`src/rtl/red_pkg.sv`:
```
`default_nettype none
// ============================================================================
//  Module      : red_pkg
//  Description : Shared definitions for the red core front end: next-PC
//                select encoding and the default widths / reset vector
//                used by the fetch sequencer, program ROM and decoder.
//  Revision    : 1.0 - initial release
// ============================================================================
package red_pkg;

    // Default widths shared with the program ROM and decoder.
    localparam int DEF_DATA_W = 16;
    localparam int DEF_ADDR_W = 8;

    // Default program counter value after reset.
    localparam logic [DEF_ADDR_W-1:0] DEF_RESET_VEC = '0;

    // Next-PC source select.
    typedef logic [1:0] sel_t;
    localparam sel_t SEL_SEQ  = 2'd0;
    localparam sel_t SEL_BR   = 2'd1;
    localparam sel_t SEL_CALL = 2'd2;
    localparam sel_t SEL_RET  = 2'd3;

endpackage
`default_nettype wire

```
`src/rtl/ret_stack.sv`:
```
`default_nettype none
// ============================================================================
//  Module      : ret_stack
//  Description : Hardware call/return address stack. One push or one pop
//                per cycle; push when full and pop when empty are dropped.
//                Only the stack pointer is reset; entry contents are
//                don't-care until written.
//  Revision    : 1.0 - initial release
// ============================================================================
module ret_stack #(
    parameter int DEPTH = 4,
    parameter int WIDTH = 8
) (
    input  logic                     clk,
    input  logic                     rst,
    input  logic                     push,
    input  logic                     pop,
    input  logic [WIDTH-1:0]         push_data,
    output logic [WIDTH-1:0]         top,
    output logic                     full,
    output logic                     empty,
    output logic [$clog2(DEPTH):0]   sp
);

    localparam int c_ptr_w = $clog2(DEPTH);
    localparam logic [c_ptr_w:0] c_one   = (c_ptr_w+1)'(1);
    localparam logic [c_ptr_w:0] c_depth = (c_ptr_w+1)'(DEPTH);

    logic [WIDTH-1:0]   r_mem [DEPTH];
    logic [c_ptr_w:0]   r_sp;
    logic [c_ptr_w:0]   w_sp_dec;
    logic [c_ptr_w-1:0] w_top_idx;

    assign w_sp_dec  = r_sp - c_one;
    assign w_top_idx = w_sp_dec[c_ptr_w-1:0];

    assign full  = (r_sp == c_depth);
    assign empty = (r_sp == '0);
    assign top   = r_mem[w_top_idx];
    assign sp    = r_sp;

    // Stack pointer: pop takes precedence, over/underflowing requests are dropped.
    always_ff @(posedge clk) begin
        if (rst) begin
            r_sp <= '0;
        end else if (pop && !empty) begin
            r_sp <= w_sp_dec;
        end else if (push && !full) begin
            r_sp <= r_sp + c_one;
        end
    end

    // Entry storage: the slot just above the current top receives the push.
    always_ff @(posedge clk) begin
        if (push && !pop && !full) begin
            r_mem[r_sp[c_ptr_w-1:0]] <= push_data;
        end
    end

endmodule
`default_nettype wire

```
`src/rtl/fetch_seq.sv`:
```
`default_nettype none
// ============================================================================
//  Module      : fetch_seq
//  Description : Instruction-fetch sequencer for the red core. Holds the PC,
//                drives an asynchronous-read program ROM, registers the
//                fetched word into the instruction register and handles
//                branch, call and return redirects with an optional
//                architectural branch-delay slot.
//  Revision    : 1.0 - initial release
// ============================================================================
module fetch_seq
    import red_pkg::*;
#(
    parameter int                DATA_W            = DEF_DATA_W,
    parameter int                ADDR_W            = DEF_ADDR_W,
    parameter logic [ADDR_W-1:0] RESET_VEC         = ADDR_W'(DEF_RESET_VEC),
    parameter int                STACK_DEPTH       = 4,
    parameter int                FLUSH_ON_REDIRECT = 1
) (
    input  logic              clk,
    input  logic              rst,
    input  logic              en,
    input  logic              stall,
    input  logic              br,
    input  logic              call,
    input  logic              ret,
    input  logic [ADDR_W-1:0] target,
    output logic [ADDR_W-1:0] rom_addr,
    input  logic [DATA_W-1:0] rom_data,
    output logic [DATA_W-1:0] ir,
    output logic [ADDR_W-1:0] ir_pc,
    output logic              ir_valid,
    output logic              stk_ovf,
    output logic              stk_unf
);

    localparam int                c_sp_w   = $clog2(STACK_DEPTH) + 1;
    localparam logic [ADDR_W-1:0] c_pc_one = ADDR_W'(1);

    logic [ADDR_W-1:0] r_pc;
    logic [DATA_W-1:0] r_ir;
    logic [ADDR_W-1:0] r_ir_pc;
    logic              r_ir_valid;
    logic              r_stk_ovf;
    logic              r_stk_unf;

    logic              w_adv;
    sel_t              w_sel;
    logic [ADDR_W-1:0] w_pc_inc;
    logic [ADDR_W-1:0] w_pc_nxt;
    logic              w_redirect;
    logic              w_ir_valid_nxt;
    logic              w_push;
    logic              w_pop;
    logic              w_ovf_evt;
    logic              w_unf_evt;
    logic [ADDR_W-1:0] w_stk_top;
    logic              w_stk_full;
    logic              w_stk_empty;
    logic [c_sp_w-1:0] w_stk_sp;

    // Reset outranks everything, so a request in a reset cycle never advances.
    assign w_adv    = en & ~stall & ~rst;
    assign w_pc_inc = r_pc + c_pc_one;
    assign rom_addr = r_pc;

    // Next-PC source: ret > call > br > sequential; a ret with nothing
    // on the stack is not a redirect and falls through to sequential.
    always_comb begin
        w_sel = SEL_SEQ;
        if (ret) begin
            if (!w_stk_empty) begin
                w_sel = SEL_RET;
            end
        end else if (call) begin
            w_sel = SEL_CALL;
        end else if (br) begin
            w_sel = SEL_BR;
        end
    end

    // Next-PC mux driven by the resolved source.
    always_comb begin
        w_pc_nxt = w_pc_inc;
        case (w_sel)
            SEL_RET:  w_pc_nxt = w_stk_top;
            SEL_CALL: w_pc_nxt = target;
            SEL_BR:   w_pc_nxt = target;
            default:  w_pc_nxt = w_pc_inc;
        endcase
    end

    assign w_redirect = (w_sel != SEL_SEQ);

    // The return address is pc+1, which in delay-slot mode is the word
    // after the slot instruction fetched alongside the call.
    assign w_push    = w_adv & (w_sel == SEL_CALL) & ~w_stk_full;
    assign w_pop     = w_adv & (w_sel == SEL_RET);
    assign w_ovf_evt = (w_sel == SEL_CALL) & w_stk_full;
    // Underflow keys off the depth count itself rather than the empty flag.
    assign w_unf_evt = ret & (w_stk_sp == '0);

    generate
        if (FLUSH_ON_REDIRECT != 0) begin : g_flush
            // The word fetched alongside a redirect is wrong-path: kill it.
            assign w_ir_valid_nxt = ~w_redirect;
        end else begin : g_delay_slot
            // The word fetched alongside a redirect is the delay slot.
            assign w_ir_valid_nxt = 1'b1;
        end
    endgenerate

    // PC, instruction register and sticky flags; frozen unless advancing.
    always_ff @(posedge clk) begin
        if (rst) begin
            r_pc       <= RESET_VEC;
            r_ir       <= '0;
            r_ir_pc    <= '0;
            r_ir_valid <= 1'b0;
            r_stk_ovf  <= 1'b0;
            r_stk_unf  <= 1'b0;
        end else if (w_adv) begin
            r_pc       <= w_pc_nxt;
            r_ir       <= rom_data;
            r_ir_pc    <= r_pc;
            r_ir_valid <= w_ir_valid_nxt;
            r_stk_ovf  <= r_stk_ovf | w_ovf_evt;
            r_stk_unf  <= r_stk_unf | w_unf_evt;
        end
    end

    ret_stack #(
        .DEPTH (STACK_DEPTH),
        .WIDTH (ADDR_W)
    ) u_ret_stack (
        .clk       (clk),
        .rst       (rst),
        .push      (w_push),
        .pop       (w_pop),
        .push_data (w_pc_inc),
        .top       (w_stk_top),
        .full      (w_stk_full),
        .empty     (w_stk_empty),
        .sp        (w_stk_sp)
    );

    assign ir       = r_ir;
    assign ir_pc    = r_ir_pc;
    assign ir_valid = r_ir_valid;
    assign stk_ovf  = r_stk_ovf;
    assign stk_unf  = r_stk_unf;

endmodule
`default_nettype wire

```
`config.mk`:
```
export PLATFORM = sky130hd
export DESIGN_NAME = fetch_seq
export DESIGN_NICKNAME = d
export VERILOG_FILES = /design/src/rtl/red_pkg.sv /design/src/rtl/ret_stack.sv /design/src/rtl/fetch_seq.sv
export SDC_FILE = /design/constraint.sdc
export NUM_CORES = 1
export LEC_CHECK = 0
export CORE_MARGIN = 4
export CORE_UTILIZATION = 54
export CTS_CLUSTER_DIAMETER = 120
export DETAILED_ROUTE_END_ITERATION = 10
export PLACE_DENSITY = 0.85
export SLEW_MARGIN = 20
export SYNTH_ARGS = -nofsm -noshare
export SYNTH_HDL_FRONTEND = slang
export SYNTH_SLANG_ARGS = --single-unit
```
`constraint.sdc`:
```
create_clock -name clk -period 4.4 [get_ports clk]
set_clock_uncertainty 0.05 [all_clocks]
set_input_delay 0.88 -clock clk [delete_from_list [all_inputs] [get_ports clk]]
set_output_delay 0.88 -clock clk [all_outputs]
set_load 0.02 [all_outputs]
```
==> flow_summary.ini, run 1 <==
[final_layout]
fin_cells = 397
finish.utilization = 0.727
area_growth_pct = 27.2
drive_gt1_frac = 0.0795
antenna_cells = 0
stdcell_area_um2 = 3810
final_common_cell = clkdlybuf4s50_1
nets = 363
n_fill_cell = 357
final_cell_mix = clkdlybuf4s50_1, nand2_1, dfxtp_1

[critical_path]
endpoint_kind = flop
crit_fanout = 13
timing_worst_setup_path_type = reg -> reg
startpoint_type = flop
cp_data_arrival_time_ns = 3.07
worstPathRequired_ns = 4.34

[yosys]
seq_area_frac_synth = 0.575
syn_inst = 265
ys_types = 40
ys.flop_type = dfxtp_1
synth_largest_area_cell = edfxtp_1
synth_edf_count = 32
syn_nets = 305
ys_warn_count = 0
yosys.area.top_type_share = 0.321
syn_area_um2 = 2990
synth_area_leaders = edfxtp_1, dfxtp_1, nand2_1
async_reset_ff_frac = 0
avgSynthCellArea_um2 = 11.3
ys_ff_latch = 70

[power_and_ir_drop]
fin_total_pwr_mw = 1.28
p_leak_nw = 1.33
irDropWorstVdd_uv = 196
p_per_area_nw_per_um2 = 336

[global_route]
grt_overflow = 0
track_usage = 0.202
grt_pass1_wl_um = 10100
antenna_found_initial = 0
grt_pass1_vias = 2052
grt_max_degree = 58

[cts]
ctsRootBufferMaster = clkbuf_8
clock_latency_ns = 0.34
cts_sinks = 70
cts_buffers = 9
clockBufferDepth = 2
cts_resized = 0
post-cts-setup-buffer-count = 0
clk_pin_slew_ns = 0.07
cts_max_level = 3
cts_tree = yes
cts_hold_buffers = 0

[outcome]
status = finished clean

[routing]
ant_nets = 0
first_iter_violations = 163
vias = 2190
drt-vias-per-instance = 5.52
drt-total-wl_um = 6400
route.detailed.drc = 0
drt_first_pass_iters = 4
wl_per_cell_um = 16.1

[die]
initial_core_util = 0.571
core_um2 = 5240
die_h_um = 82.4
die-width_um = 82.4
ios = 66
dieArea_um2 = 6800
fp-row-count = 26

[timing]
report.final.slew_viol_count = 0
fmax_ghz = 0.320
grt_setup_unrepaired = false
finalHoldViolCount = 0
fin_ws_ns = 1.27
fin_crit_ns = 3.13
setup_viol = 0
fin_crit_sh = 0.711
tns_ns = 0
whs_ns = 0.405
slew_headroom = 0.330
worst_pin_slew_ns = 1.00

[placed_design]
hpwlAfterDp_um = 4630
dpl_cell_area_um2 = 3650
pre_cts_slack_ns = 1.19
placedCellCount = 382
place_congestion = 0.840
port-buffer-count = 65

[min_path]
hold_class = reg -> reg

[run]
drv_cap = 0
## power breakdown
part	switching [mW]	leakage (nW)	internal (mW)	total (mW)
combinational	0.0685	0.642	0.0666	0.135
clock	0.218	0.0833	0.216	0.434
sequential	0.0132	0.604	0.696	0.709
## final timing paths
kind                                        start  slack, ns                       to  cells past startpoint
worst min register to register              ir[5]       0.40                    ir[5]                      2
worst min-delay path                        ir[5]       0.40                    ir[5]                      2
worst max-delay path            u_ret_stack.sp[0]       1.27  u_ret_stack.r_mem[1][1]                      9
worst max register to register  u_ret_stack.sp[0]       1.27  u_ret_stack.r_mem[1][1]                      9
## flip-flops by register name, indices dropped and copies added (netlist names)
register	count
stk_ovf	1
rom_addr	8
ir_valid	1
ir	16
ir_pc	8
u_ret_stack.sp	3
u_ret_stack.r_mem	32
stk_unf	1
## routing by layer
metal | GRT usage | part of all wire
met2 | 0.323 | 0.50
met3 | 0.0477 | 0.057
met4 | 0.0797 | 0.017
met5 | 0 | 0
met1 | 0.265 | 0.42
## cells by family (layout without fill, tap and decap cells)
group	count (synthesis)	in the layout	share of synthesized area
xor gates and xnor gates	6	6	0.0176
AOI/OAI and AO/OA	57	57	0.121
adders and majority gates	9	9	0.0376
DFF	70	70	0.575
buffers and inverters	28	90	0.0418
and+or+nand+nor	83	83	0.133
muxes	12	12	0.0736
## final cells by class
cell class / instances / area, µm² / share of cell area
Sequential cell: 70 / 1720 / 0.452
Multi-Input combinational cell: 167 / 1150 / 0.301
Timing Repair Buffer: 66 / 658 / 0.173
Clock buffer: 13 / 149 / 0.0391
Tap cell: 70 / 87.6 / 0.0230
Inverter: 9 / 33.8 / 0.00888
Clock inverter: 2 / 10.0 / 0.00263
## cell usage after synthesis (2+ instances only)
master    number
nand2_1       52
dfxtp_1       38
edfxtp_1      32
o21ai_0       29
ha_1           9
inv_1          9
clkbuf_1       8
mux4_2         8
nand3_1        7
a221oi_1       6
and3_1         6
buf_2          6
a21oi_1        5
a211oi_1       4
and2_1         4
mux2i_1        4
nor2_1         4
xor2_1         4
buf_4          3
nand2b_1       3
a311oi_1       2
a41oi_1        2
nand3_2        2
xnor2_1        2
## critical path: stages, from the launching register on
cell	delay, ns
dfxtp_1	0.75
inv_1	0.18
ha_1	0.31
nand2b_1	0.16
inv_1	0.05
a21oi_1	0.27
ha_1	0.27
nand3_2	0.11
nor2_1	0.23
and2_1	0.40
Note: power is estimated with default switching activity, not from simulation.
==> run 2, diff against run 1 <==
--- a/config.mk
+++ b/config.mk
@@ -6,10 +6,10 @@
 export NUM_CORES = 1
 export LEC_CHECK = 0
 export CORE_MARGIN = 4
-export CORE_UTILIZATION = 54
+export CORE_UTILIZATION = 50
 export CTS_CLUSTER_DIAMETER = 120
 export DETAILED_ROUTE_END_ITERATION = 10
-export PLACE_DENSITY = 0.85
+export PLACE_DENSITY = 0.79
 export SLEW_MARGIN = 20
 export SYNTH_ARGS = -nofsm -noshare
 export SYNTH_HDL_FRONTEND = slang
==> constraint.sdc (replaced) <==
create_clock -name clk -period 3.07 [get_ports clk]
set_clock_uncertainty 0.05 [all_clocks]
set_input_delay 0.614 -clock clk [delete_from_list [all_inputs] [get_ports clk]]
set_output_delay 0.614 -clock clk [all_outputs]
set_load 0.02 [all_outputs]
==> run 2 against run 1 <==
Setup slack got worse by 0.76 ns. Final cell count rose by 2.3%. Non-clock buffer count rose by 6. Via count rose by 2.1%. Core utilization fell by 3.4 points. Clock-buffer cell count fell by 3. Clock power rose by 82%. Worst hold slack got worse by 0.0030 ns. Power rose by 57%. Critical path type unchanged.
==> flow_summary.ini, run 2 (same netlist as run 1, synthesis figures left out) <==
[outcome]
status = finished clean

[die]
die-width_um = 85.4
ios = 66
core_um2 = 5640
dieArea_um2 = 7290
fp-row-count = 27
initial_core_util = 0.530
die_h_um = 85.4

[placed_design]
pre_cts_slack_ns = 0.258
place_congestion = 0.878
placedCellCount = 390
hpwlAfterDp_um = 4800
port-buffer-count = 65

[min_path]
hold_class = reg -> reg
hp-start = ir[5]

[routing]
top_layer_used = met4
wl_per_cell_um = 15.9
route.detailed.drc = 0
ant_nets = 0
drt-total-wl_um = 6450
drt_first_pass_iters = 4
met2_length_um = 3210
drt-vias-per-instance = 5.51
m1WireLength_um = 2670
vias = 2236
wl_met3_um = 421
first_iter_violations = 155

[global_route]
track_usage = 0.182
antenna_found_initial = 0
grt_pass1_wl_um = 10200
grt_pass1_vias = 2094
grt_max_degree = 40
grt_overflow = 0

[final_layout]
drive_gt1_frac = 0.0958
n_fill_cell = 395
final_common_cell = clkdlybuf4s50_1
antenna_cells = 0
largest_reg_flops = 32
nets = 369
area_growth_pct = 30.6
final_cell_mix = clkdlybuf4s50_1, nand2_1, dfxtp_1
fin_cells = 406

[critical_path]
slowest_stage = dfxtp_1
worstPathRequired_ns = 3.02
path_buf_inv = 2
r2r-start = u_ret_stack.sp[1]
crit_fanout = 8
max_stage_delay_ns = 0.38
endpoint_kind = flop
cp_data_arrival_time_ns = 2.50
path_cells = inv_1 > ha_1 > nand2b_1 > inv_1 > a21oi_1 > ha_1 > nand3_2 > nor2_1 > and2_1
timing_worst_setup_path_type = reg -> reg
critPathTopFamily = simple AND/OR/NAND/NOR gates
cp-startpoint = u_ret_stack.sp[1]
startpoint_type = flop

[timing]
fin_ws_ns = 0.516
finalHoldViolCount = 0
worst_pin_slew_ns = 0.442
slew_headroom = 0.703
fmax_ghz = 0.392
fin_crit_ns = 2.55
fin_crit_sh = 0.832
tns_ns = 0
setup_viol = 0
report.final.slew_viol_count = 0
grt_setup_unrepaired = false

[cts]
clock_latency_ns = 0.34
clk_pin_slew_ns = 0.07
ctsRootBufferMaster = clkbuf_8
cts_buffers = 9
cts_resized = 0
cts_sinks = 70
cts_hold_buffers = 0
clockBufferDepth = 2
post-cts-setup-buffer-count = 0
cts_tree = yes
cts_max_level = 3

[run]
drv_cap = 0

[power_and_ir_drop]
irDropWorstVdd_uv = 279
fin_total_pwr_mw = 2.00
p_leak_nw = 1.38
p_per_area_nw_per_um2 = 513
-- run 2: area by class of cell --
class,instances,area (µm²),area share
sequential,70,1720,0.441
clock buffer,10,138,0.0352
timing repair buffer,72,703,0.180
multi-input combinational,167,1150,0.293
inverter,9,33.8,0.00865
tap,72,90.1,0.0231
clock inverter,6,75.1,0.0192
-- run 2: metal layers --
layer / track usage / vias up
li1: - / 1081
met2: 0.301 / 69
met3: 0.0466 / 13
met4: 0.0849 / 0
met5: 0 / -
met1: 0.222 / 1073
-- run 2: path summary, 6_finish.rpt --
kind / cells after the start / to / slack, ns
max: 9 / u_ret_stack.r_mem[1][1] / 0.52
min: 2 / ir[5] / 0.40
max reg2reg: 9 / u_ret_stack.r_mem[1][1] / 0.52
min reg2reg: 2 / ir[5] / 0.40
-- run 2: where the power goes --
| part | total [mW] | internal, mW | switching, mW |
|---|---|---|---|
| Combinational | 0.201 | 0.0998 | 0.101 |
| Clock | 0.789 | 0.469 | 0.321 |
| Sequential | 1.01 | 0.997 | 0.0170 |
-- run 2: per-stage QoR --
stage | hold slack [ns] | utilization | cell area [µm²]
floorplan | 0.424 | - | 2990
global placement | 0.386 | 0.655 | 3690
detailed placement | 0.392 | 0.655 | 3690
CTS | 0.402 | 0.693 | 3910
global route | 0.425 | 0.693 | 3910
finish | 0.402 | 0.693 | 3910
-- run 2: tightest hold or removal path: stages, from the launching register on --
cell and delay (ns):
dfxtp_1 0.31, nand2_1 0.05, o21ai_1 0.05
==> run 3, diff against run 2 <==
==> constraint.sdc (replaced) <==
create_clock -name clk -period 2.45 [get_ports clk]
set_clock_uncertainty 0.05 [all_clocks]
set_input_delay 0.49 -clock clk [delete_from_list [all_inputs] [get_ports clk]]
set_output_delay 0.49 -clock clk [all_outputs]
set_load 0.02 [all_outputs]
==> run 3 against run 2 <==
Wire length is 7.7% higher. Non-clock buffer count is 9 higher. Worst hold slack improved by 0.0043 ns. Final cell count rose by 2.2%. Critical path depth is 1 higher. Largest cell class unchanged. Maximum frequency grew 13%. Critical path type unchanged. Setup slack worse by 0.33 ns. Die area did not move. Register-to-register slack worse by 0.33 ns. Core utilization grew 1.5 points.
==> flow_summary.ini, run 3 (same netlist as run 1, synthesis figures left out) <==
[outcome]
status = finished clean

[die]
core_um2 = 5640
die_h_um = 85.4
die-width_um = 85.4
dieArea_um2 = 7290
ios = 66
fp-row-count = 27
initial_core_util = 0.530

[timing]
fin_crit_sh = 0.923
tns_ns = 0
slew_headroom = 0.681
worst_pin_slew_ns = 0.475
setup_viol = 0
finalHoldViolCount = 0
report.final.slew_viol_count = 0
grt_setup_unrepaired = false
fin_crit_ns = 2.26
fmax_ghz = 0.442

[min_path]
hold_class = reg -> reg
hp-start = ir[0]
holdPathEnd = ir[0]
min_path_cells = 2

[final_layout]
largest_reg_flops = 32
multi_input_area_um2 = 1150
final_common_cell = clkdlybuf4s50_1
fin_cells = 415
area_growth_pct = 33.4
nets = 378
seqCellArea_um2 = 1720
final_cell_mix = clkdlybuf4s50_1, nand2_1, dfxtp_1
n_fill_cell = 415
drive_gt1_frac = 0.131
antenna_cells = 0

[cts]
cts_buffers = 9
clk_pin_slew_ns = 0.06
cts_max_level = 3
cts_sinks = 70
clock_latency_ns = 0.34
post-cts-setup-buffer-count = 0
cts_tree = yes
cts_resized = 0
ctsRootBufferMaster = clkbuf_8
clockBufferDepth = 2
cts_hold_buffers = 0

[routing]
vias = 2261
first_iter_violations = 201
route.detailed.drc = 0
drt_first_pass_iters = 4
ant_nets = 0
drt-total-wl_um = 6940
wl_per_cell_um = 16.7
drt-vias-per-instance = 5.45

[critical_path]
crit_fanout = 8
path_cells = inv_1 > ha_2 > nand2b_1 > a22o_1 > inv_1 > ha_1 > nand3_2 > nor2_2 > and2_1 > buf_12
path_buf_inv = 3
critPathTopFamily = simple AND/OR/NAND/NOR gates
timing_worst_setup_path_type = reg -> reg
startpoint_type = flop
reg2reg_depth = 10
reg2reg_slack_ns = 0.19
r2r-start = u_ret_stack.sp[1]
crit_top_cell = inv_1
worstPathRequired_ns = 2.46
endpoint_kind = flop
cp_data_arrival_time_ns = 2.27
max_stage_delay_ns = 0.34
slowest_stage = dfxtp_2
worstReg2RegEnd = u_ret_stack.r_mem[3][0]

[power_and_ir_drop]
p_int_mw = 1.81
p_leak_nw = 1.42
irDropWorstVdd_uv = 353
seqPwrFrac = 0.540
p_comb_frac = 0.113
p_per_area_nw_per_um2 = 590
swShare = 0.233
clkPwrFrac = 0.347
p_switching_mw = 0.550

[global_route]
grt_pass1_wl_um = 10800
grt_pass1_vias = 2204
grt_max_degree = 49
track_usage = 0.195
antenna_found_initial = 0
grt_overflow = 0

[placed_design]
place_congestion = 0.824
hpwlAfterDp_um = 5060
port-buffer-count = 65
placedCellCount = 399

[run]
drv_cap = 0
-- run 3: changes by cell type in the layout (fill, tap and decap cells not counted), sizes merged --
cell,delta
clkinv,-3
buf,+9
bufinv,-2
clkbuf,+5
-- run 3: layout make-up --
| cell class | instances | area share |
|---|---|---|
| Sequential cell | 70 | 0.431 |
| Clock inverter | 1 | 0.00125 |
| Clock buffer | 15 | 0.0417 |
| Tap cell | 72 | 0.0226 |
| Timing Repair Buffer | 81 | 0.206 |
| Inverter | 9 | 0.00846 |
| Multi-Input combinational cell | 167 | 0.289 |
-- run 3: tightest hold or removal path, stage by stage (launching register included) --
cell and delay (ns):
dfxtp_1 0.31, nand2_1 0.05, o21ai_0 0.06
-- run 3: layer usage --
| layer | share of wire | wire length, µm | GRT usage |
|---|---|---|---|
| met1 | 0.41 | 2820 | 0.234 |
| met5 | 0 | 0 | 0 |
| met3 | 0.072 | 498 | 0.0573 |
| met2 | 0.50 | 3500 | 0.326 |
| met4 | 0.018 | 126 | 0.0820 |
-- run 3: power by group through the flow --
stage / combinational, mW / clock, mW / sequential [mW]
after floorplan: 0.0966 / 0 / 1.32
after CTS: 0.266 / 0.827 / 1.27
final: 0.266 / 0.819 / 1.27
after global routing: 0.283 / 0.888 / 1.28
after global placement: 0.257 / 0 / 1.30
after detailed placement: 0.262 / 0 / 1.30
-- run 3: worst max-delay path by stage --
stage                      start                      end  slack, ns  cells past startpoint
2_1_floorplan  u_ret_stack.sp[0]              rom_addr[0]      0.009                     13
3_3_place_gp                 ret  u_ret_stack.r_mem[1][2]     -0.008                      9
3_5_place_dp                 ret  u_ret_stack.r_mem[3][2]      -0.07                      9
4_1_cts        u_ret_stack.sp[1]  u_ret_stack.r_mem[3][0]       0.05                     10
5_1_grt        u_ret_stack.sp[1]  u_ret_stack.r_mem[3][3]       0.05                     10
6_report       u_ret_stack.sp[1]  u_ret_stack.r_mem[3][0]       0.19                     10
-- run 3: stage by stage --
| step | setup WS, ns | total power, mW | area (µm²) | hold WS [ns] | util |
|---|---|---|---|---|---|
| finish | 0.189 | 2.36 | 3990 | 0.406 | 0.708 |
| global route | 0.0474 | 2.45 | 3990 | 0.434 | 0.708 |
| CTS | 0.0530 | 2.36 | 3980 | 0.407 | 0.706 |
| detailed placement | -0.0674 | 1.56 | 3810 | 0.398 | 0.676 |
| global placement | -0.00828 | 1.55 | 3810 | 0.388 | 0.676 |
| floorplan | 0.00861 | 1.42 | 3000 | 0.424 | - |
